## src/rtl/product_accumulator_pkg.sv

```systemverilog
// Shared widths and FSM state encodings for the product accumulator slice.
package product_accumulator_pkg;
   localparam int PW    = 8;
   localparam int ACC_W = 11;
   localparam int CNT_W = 4;

   localparam logic [1:0] ST_IDLE  = 2'd0;
   localparam logic [1:0] ST_ACCUM = 2'd1;
   localparam logic [1:0] ST_DONE  = 2'd2;
endpackage

```

## src/rtl/product_accumulator_if.sv

```systemverilog
// Bus between a product source / result consumer (master) and the accumulator (slave).
// Handshakes: a product beat transfers on a rising clk edge where p_valid & p_ready (p_ready already
// includes ena); the result is offered while sum_valid is high and is taken by sum_ack in that state.
interface product_accumulator_if;
   import product_accumulator_pkg::*;

   logic             ena;
   logic             start;
   logic [CNT_W-1:0] num_terms;
   logic             p_valid;
   logic [PW-1:0]    p;
   logic             p_ready;
   logic [ACC_W-1:0] sum;
   logic             sum_valid;
   logic             sum_ack;
   logic             overflow;
   logic             busy;
   logic [1:0]       state_dbg;

   modport master (
      output ena, start, num_terms, p_valid, p, sum_ack,
      input  p_ready, sum, sum_valid, overflow, busy, state_dbg
   );

   modport slave (
      input  ena, start, num_terms, p_valid, p, sum_ack,
      output p_ready, sum, sum_valid, overflow, busy, state_dbg
   );
endinterface

```

## src/rtl/product_accumulator_sat_adder.sv

```systemverilog
// Combinational saturating adder: ACC_W-bit accumulator plus zero-extended PW-bit product.
module product_accumulator_sat_adder
   import product_accumulator_pkg::*;
(
   input  logic [ACC_W-1:0] a,
   input  logic [PW-1:0]    b,
   output logic [ACC_W-1:0] y,
   output logic             sat
);
   logic [ACC_W:0] full;

   always_comb begin
      full = {1'b0, a} + {{(ACC_W + 1 - PW){1'b0}}, b};
      sat  = full[ACC_W];
      y    = sat ? {ACC_W{1'b1}} : full[ACC_W-1:0];
   end
endmodule

```

## src/rtl/product_accumulator.sv

```systemverilog
// Accumulates a programmed number of multiplier products into a saturating sum
// and offers the result to a consumer under a valid/ack handshake.
module product_accumulator
   import product_accumulator_pkg::*;
(
   input  logic                  clk,
   input  logic                  rst,
   product_accumulator_if.slave  bus
);
   logic [1:0]       state_q, state_d;
   logic [ACC_W-1:0] acc_q, acc_d;
   logic [CNT_W-1:0] count_q, count_d;
   logic             overflow_q, overflow_d;
   logic [ACC_W-1:0] add_y;
   logic             add_sat;

   product_accumulator_sat_adder u_sat_adder (
      .a   (acc_q),
      .b   (bus.p),
      .y   (add_y),
      .sat (add_sat)
   );

   always_comb begin
      state_d    = state_q;
      acc_d      = acc_q;
      count_d    = count_q;
      overflow_d = overflow_q;
      // With ena low nothing moves, so every update sits under this guard.
      if (bus.ena) begin
         case (state_q)
            ST_IDLE: begin
               if (bus.start) begin
                  acc_d      = '0;
                  overflow_d = 1'b0;
                  if (bus.num_terms != '0) begin
                     count_d = bus.num_terms;
                     state_d = ST_ACCUM;
                  end else begin
                     state_d = ST_DONE;
                  end
               end
            end
            ST_ACCUM: begin
               if (bus.p_valid) begin
                  acc_d      = add_y;
                  overflow_d = overflow_q | add_sat;
                  count_d    = count_q - CNT_W'(1);
                  if (count_q == CNT_W'(1)) state_d = ST_DONE;
               end
            end
            ST_DONE: begin
               if (bus.sum_ack) state_d = ST_IDLE;
            end
            default: state_d = ST_IDLE;
         endcase
      end
   end

   always_ff @(posedge clk or posedge rst) begin
      if (rst) begin
         state_q    <= ST_IDLE;
         acc_q      <= '0;
         count_q    <= '0;
         overflow_q <= 1'b0;
      end else begin
         state_q    <= state_d;
         acc_q      <= acc_d;
         count_q    <= count_d;
         overflow_q <= overflow_d;
      end
   end

   // acc is only cleared by start, so it doubles as the held result register.
   assign bus.sum       = acc_q;
   assign bus.sum_valid = (state_q == ST_DONE);
   assign bus.p_ready   = (state_q == ST_ACCUM) & bus.ena;
   assign bus.overflow  = overflow_q;
   assign bus.busy      = (state_q != ST_IDLE);
   assign bus.state_dbg = state_q;
endmodule
```

## src/flat_wrapper.sv

```systemverilog
// flat-port wrapper written by rule: the top's interface ports become plain ports
module product_accumulator_flat import product_accumulator_pkg::*;
  (clk, rst, bus_ena, bus_start, bus_num_terms, bus_p_valid, bus_p, bus_sum_ack, bus_p_ready, bus_sum, bus_sum_valid, bus_overflow, bus_busy, bus_state_dbg);
  product_accumulator_if bus_i ();
  input  logic clk;
  input  logic rst;
  input wire logic [$bits(bus_i.ena)-1:0] bus_ena;
  input wire logic [$bits(bus_i.start)-1:0] bus_start;
  input wire logic [$bits(bus_i.num_terms)-1:0] bus_num_terms;
  input wire logic [$bits(bus_i.p_valid)-1:0] bus_p_valid;
  input wire logic [$bits(bus_i.p)-1:0] bus_p;
  input wire logic [$bits(bus_i.sum_ack)-1:0] bus_sum_ack;
  output wire logic [$bits(bus_i.p_ready)-1:0] bus_p_ready;
  output wire logic [$bits(bus_i.sum)-1:0] bus_sum;
  output wire logic [$bits(bus_i.sum_valid)-1:0] bus_sum_valid;
  output wire logic [$bits(bus_i.overflow)-1:0] bus_overflow;
  output wire logic [$bits(bus_i.busy)-1:0] bus_busy;
  output wire logic [$bits(bus_i.state_dbg)-1:0] bus_state_dbg;
  assign bus_i.ena = bus_ena;
  assign bus_i.start = bus_start;
  assign bus_i.num_terms = bus_num_terms;
  assign bus_i.p_valid = bus_p_valid;
  assign bus_i.p = bus_p;
  assign bus_i.sum_ack = bus_sum_ack;
  assign bus_p_ready = bus_i.p_ready;
  assign bus_sum = bus_i.sum;
  assign bus_sum_valid = bus_i.sum_valid;
  assign bus_overflow = bus_i.overflow;
  assign bus_busy = bus_i.busy;
  assign bus_state_dbg = bus_i.state_dbg;
  product_accumulator u_core (.clk(clk), .rst(rst), .bus(bus_i));
endmodule
```

## config.mk

```make
export PLATFORM = sky130hd
export DESIGN_NAME = product_accumulator_flat
export DESIGN_NICKNAME = d
export VERILOG_FILES = /design/src/rtl/product_accumulator_pkg.sv /design/src/rtl/product_accumulator_if.sv /design/src/rtl/product_accumulator_sat_adder.sv /design/src/rtl/product_accumulator.sv /design/src/flat_wrapper.sv
export SDC_FILE = /design/constraint.sdc
export NUM_CORES = 1
export LEC_CHECK = 0
export CAP_MARGIN = 10
export CORE_MARGIN = 2
export CORE_UTILIZATION = 23
export CTS_BUF_LIST = sky130_fd_sc_hd__clkbuf_8
export CTS_CLUSTER_SIZE = 40
export DETAILED_ROUTE_END_ITERATION = 8
export PLACE_DENSITY = 0.54
export SLEW_MARGIN = 20
export SYNTH_ARGS = -nofsm -noshare
export SYNTH_HDL_FRONTEND = slang
export SYNTH_SLANG_ARGS = --single-unit
```

## constraint.sdc

```tcl
create_clock -name clk -period 2.2 [get_ports clk]
set_input_delay 0.66 -clock clk [delete_from_list [all_inputs] [get_ports clk]]
set_output_delay 0.66 -clock clk [all_outputs]
set_load 0.05 [all_outputs]
```

==> PnR_summary.wiki <==
{| class="wikitable"
! Metric !! Value
|-
| Flip-flop and latch count after synthesis || 18
|-
| Setup bufs post-CTS || 0
|-
| Sort of element at the end of the critical path || output port
|-
| CTS HTree Levels || 1
|-
| Class of the tightest hold or removal check || reg2reg
|-
| Result of the run || finished clean
|-
| Crit-path slowest cell || sky130_fd_sc_hd__clkdlybuf4s50_1
|-
| Largest stage delay, worst path || 0.47 ns
|-
| Chip Width || 79.7 µm
|-
| Fin crit period || 2.16 ns
|-
| Synth Instances || 149
|-
| Maximum achievable frequency || 463 MHz
|-
| Area contributors post-synth || sky130_fd_sc_hd__dfrtp_1 (34%), sky130_fd_sc_hd__ha_1 (9.5%), sky130_fd_sc_hd__o21ai_1 (5.3%)
|-
| Mean Syn Cell Area || 8.83 µm²
|-
| FFs w/ async S/R, synth || 1.00
|-
| Antenna Cells || 0
|-
| Max-capacitance violation count || 0
|-
| Vias/cell || 4.69
|-
| Count of flip-flops with a built-in enable after synthesis || 0
|-
| Fin area || 0.00207 mm²
|-
| Number of fill cells || 558
|-
| Remaining routing DRC violations || 0
|-
| Total number of vias || 1308
|-
| Cells traversed along the worst timing path || clkdlybuf4s50_1, inv_1, nor2_4, buf_12
|-
| Input/output buffers || 34
|-
| Source-to-sink clock delay at the later pin of the worst-skew pair || 0.26 ns
|-
| Largest fanout on the critical path || 4
|-
| Warnings from Yosys || 0
|-
| DP HPWL || 2.74 mm
|-
| # nets final || 237
|-
| Worst IR Drop VDD || 0.409 mV
|-
| Via count of the first global-routing pass || 1315
|-
| Count of antenna-violating nets left after detailed routing || 0
|-
| Pin slew with the least headroom to its limit || 0.348 ns
|-
| Standard-cell row count || 27
|-
| TritonCTS clock tree || built
|-
| Worst R2R Path Depth || 8
|-
| Post-Synthesis Cell Area || 0.00132 mm²
|-
| Pre-Repair DR Iteration Count || 4
|-
| Area share of the largest cell type after synthesis || 0.342
|-
| Fraction of the yosys area taken by sequential cells || 0.342
|-
| Post-Route Setup TNS || 0 ns
|-
| Overall die area || 0.00634 mm²
|-
| Clk pin slew, worst setup/hold paths || 0.08 ns
|-
| Cell accounting for the most synthesized area || sky130_fd_sc_hd__dfrtp_1
|-
| Leak pwr || 0.934 nW
|-
| Root buffer cell || sky130_fd_sc_hd__clkbuf_8
|-
| Area of the core || 0.00551 mm²
|-
| Fraction of layout cells with a size suffix above 1 || 0.348
|-
| WS Path Type || in2out
|-
| Final setup viols || 0
|-
| Number of design-rule violations left by the first detailed-router iteration || 53
|-
| Final Slew Violations || 0
|-
| Chip height || 79.7 µm
|-
| Synth Flop Type || sky130_fd_sc_hd__dfrtp_1
|-
| Unrepaired setup endpoints after global routing || false
|-
| CP Launch Type || input port
|-
| Count of clock tree sinks || 18
|-
| Final-report hold violation count || 0
|-
| Worst rel slew slack || 0.768
|-
| Mapped Nets || 178
|-
| Sum of overflow across all layers after global routing || 0
|-
| Initial Utilization || 0.239
|-
| Worst clock skew || 0.00502 ns
|-
| Post-synthesis to final-layout area growth || 56.9%
|-
| Worst Path Arrival || 1.50 ns
|-
| Final routed wirelength across all metal layers || 3.58 mm
|-
| Required time worst endpoint || 1.54 ns
|-
| Count of cells along the worst hold path || 2
|-
| Number of ports placed on the die boundary || 35
|-
| Overall Global Routing Usage || 0.122
|-
| Initial antenna violation count || 0
|-
| Pin count of the biggest net entering global routing || 19
|-
| Weighted congestion reported at the end of routability-driven placement || 0.776
|-
| Global-route wire length before repair || 6.08 mm
|-
| Avg WL per Cell || 12.8 µm
|-
| Power per unit of standard cell area || 1310 mW/mm²
|-
| Inserted Clock Buffers || 3
|-
| Longest Clk Path Bufs || 2
|-
| Worst hold-check slack || 0.530 ns
|-
| Share of the clock period used by the worst path after layout || 0.982
|-
| Placed cell area || 0.00194 mm²
|-
| Final Worst Setup Slack || 0.0399 ns
|-
| Worst setup timing slack at the placement stage || -0.532 ns
|-
| Number of distinct library cells after synthesis || 47
|}
==> metal layers <==
layer	wire, µm	track usage	up-vias
met1	1700	0.161	618
li1	-	-	660
met2	1690	0.203	24
met4	51	0.0345	0
met3	142	0.0215	6
met5	0	0	-
==> state kept, by name, indices dropped and copies added (netlist names) <==
signal,count
u_core.count_q,4
u_core.bus.sum,11
u_core.bus.overflow,1
u_core.bus.state_dbg,2
==> worst max-delay path, delay by kind of cell <==
family        cells  cell delay (ns)
buf+inv           3             0.71
simple gates      1             0.12
==> cell families after synthesis <==
group	synth area share
XOR/XNOR	0.0266
flip-flops	0.342
multiplexers	0.0247
AND/OR/NAND/NOR	0.182
adder cells (fa/ha/maj)	0.110
buffers and inverters	0.0390
AO/OA/AOI/OAI	0.276
==> stage by stage <==
| step | std cells | util | total power, W |
|---|---|---|---|
| 3_3_place_gp | 275 | 0.352 | 0.00232 |
| 4_1_cts | 279 | 0.369 | 0.00269 |
| 6_report | 279 | 0.375 | 0.00271 |
| 5_1_grt | 279 | 0.375 | 0.00292 |
| 2_1_floorplan | 149 | - | 0.00171 |
| 3_5_place_dp | 275 | 0.352 | 0.00233 |
==> power by group <==
part	switching (W)	internal [W]
sequential	0.000166	0.000454
clock	0.000131	0.000159
combinational	0.00100	0.000797
==> synthesized netlist by cell type (2+ instances only) <==
library cell               instances
sky130_fd_sc_hd__ha_1             10
sky130_fd_sc_hd__or4_1             2
sky130_fd_sc_hd__nand3_1           2
sky130_fd_sc_hd__o31ai_1           2
sky130_fd_sc_hd__a21oi_1           7
sky130_fd_sc_hd__nor2_1           16
sky130_fd_sc_hd__o21ai_1          14
sky130_fd_sc_hd__nand2b_1          2
sky130_fd_sc_hd__a21o_1            4
sky130_fd_sc_hd__xor2_1            3
sky130_fd_sc_hd__or3_1             3
sky130_fd_sc_hd__clkbuf_1          2
sky130_fd_sc_hd__a211oi_1          2
sky130_fd_sc_hd__nand2_1          11
sky130_fd_sc_hd__nor3_1            2
sky130_fd_sc_hd__dfrtp_1          18
sky130_fd_sc_hd__nor2b_1           2
sky130_fd_sc_hd__a31oi_1           2
sky130_fd_sc_hd__buf_2             2
sky130_fd_sc_hd__o21a_1            5
sky130_fd_sc_hd__inv_1             7
sky130_fd_sc_hd__o21ai_0           5
sky130_fd_sc_hd__a41oi_2           2
==> path summary, 6_finish.rpt <==
kind,from,to,slack [ns]
max,bus_ena,bus_p_ready,0.04
min,u_core.bus.sum[7]$_DFFE_PP0P_,u_core.bus.sum[7]$_DFFE_PP0P_,0.53
max reg2reg,u_core.bus.sum[0]$_DFFE_PP0P_,u_core.bus.sum[10]$_DFFE_PP0P_,0.17
min reg2reg,u_core.bus.sum[7]$_DFFE_PP0P_,u_core.bus.sum[7]$_DFFE_PP0P_,0.53
max in group asynchronous,rst,u_core.bus.sum[0]$_DFFE_PP0P_,1.27
min in group asynchronous,rst,u_core.bus.overflow$_DFFE_PP0P_,0.71
==> layout by cell type, fill, tap and decap left out, types with 5 or more instances in the layout <==
cell / synthesis / routed
sky130_fd_sc_hd__dfrtp_1: 18 / 17
sky130_fd_sc_hd__buf_4: 1 / 39
sky130_fd_sc_hd__clkdlybuf4s50_1: 0 / 12
sky130_fd_sc_hd__nand2_1: 11 / 11
sky130_fd_sc_hd__o21a_1: 5 / 5
sky130_fd_sc_hd__ha_1: 10 / 5
sky130_fd_sc_hd__inv_1: 7 / 6
sky130_fd_sc_hd__o21ai_1: 14 / 13
sky130_fd_sc_hd__ha_4: 0 / 5
sky130_fd_sc_hd__a21oi_1: 7 / 5
sky130_fd_sc_hd__nor2_1: 16 / 15
==> cell type report <==
| class | instances | area (µm²) | share of cell area |
|---|---|---|---|
| clock buffer | 4 | 55.1 | 0.0267 |
| inverter | 7 | 26.3 | 0.0127 |
| multi-input combinational | 119 | 930 | 0.450 |
| sequential | 18 | 452 | 0.219 |
| tap | 72 | 90.1 | 0.0436 |
| timing repair buffer | 59 | 513 | 0.248 |
==> timing repair <==
item | 4_1_cts | 5_1_grt
resized for setup | 11 | 9
setup endpoints to repair | 12 | 12
hold endpoints to repair | 0 | 0
hold buffers | 0 | 0
pin swaps | 5 | 4
Note: power is estimated with default switching activity, not from simulation.
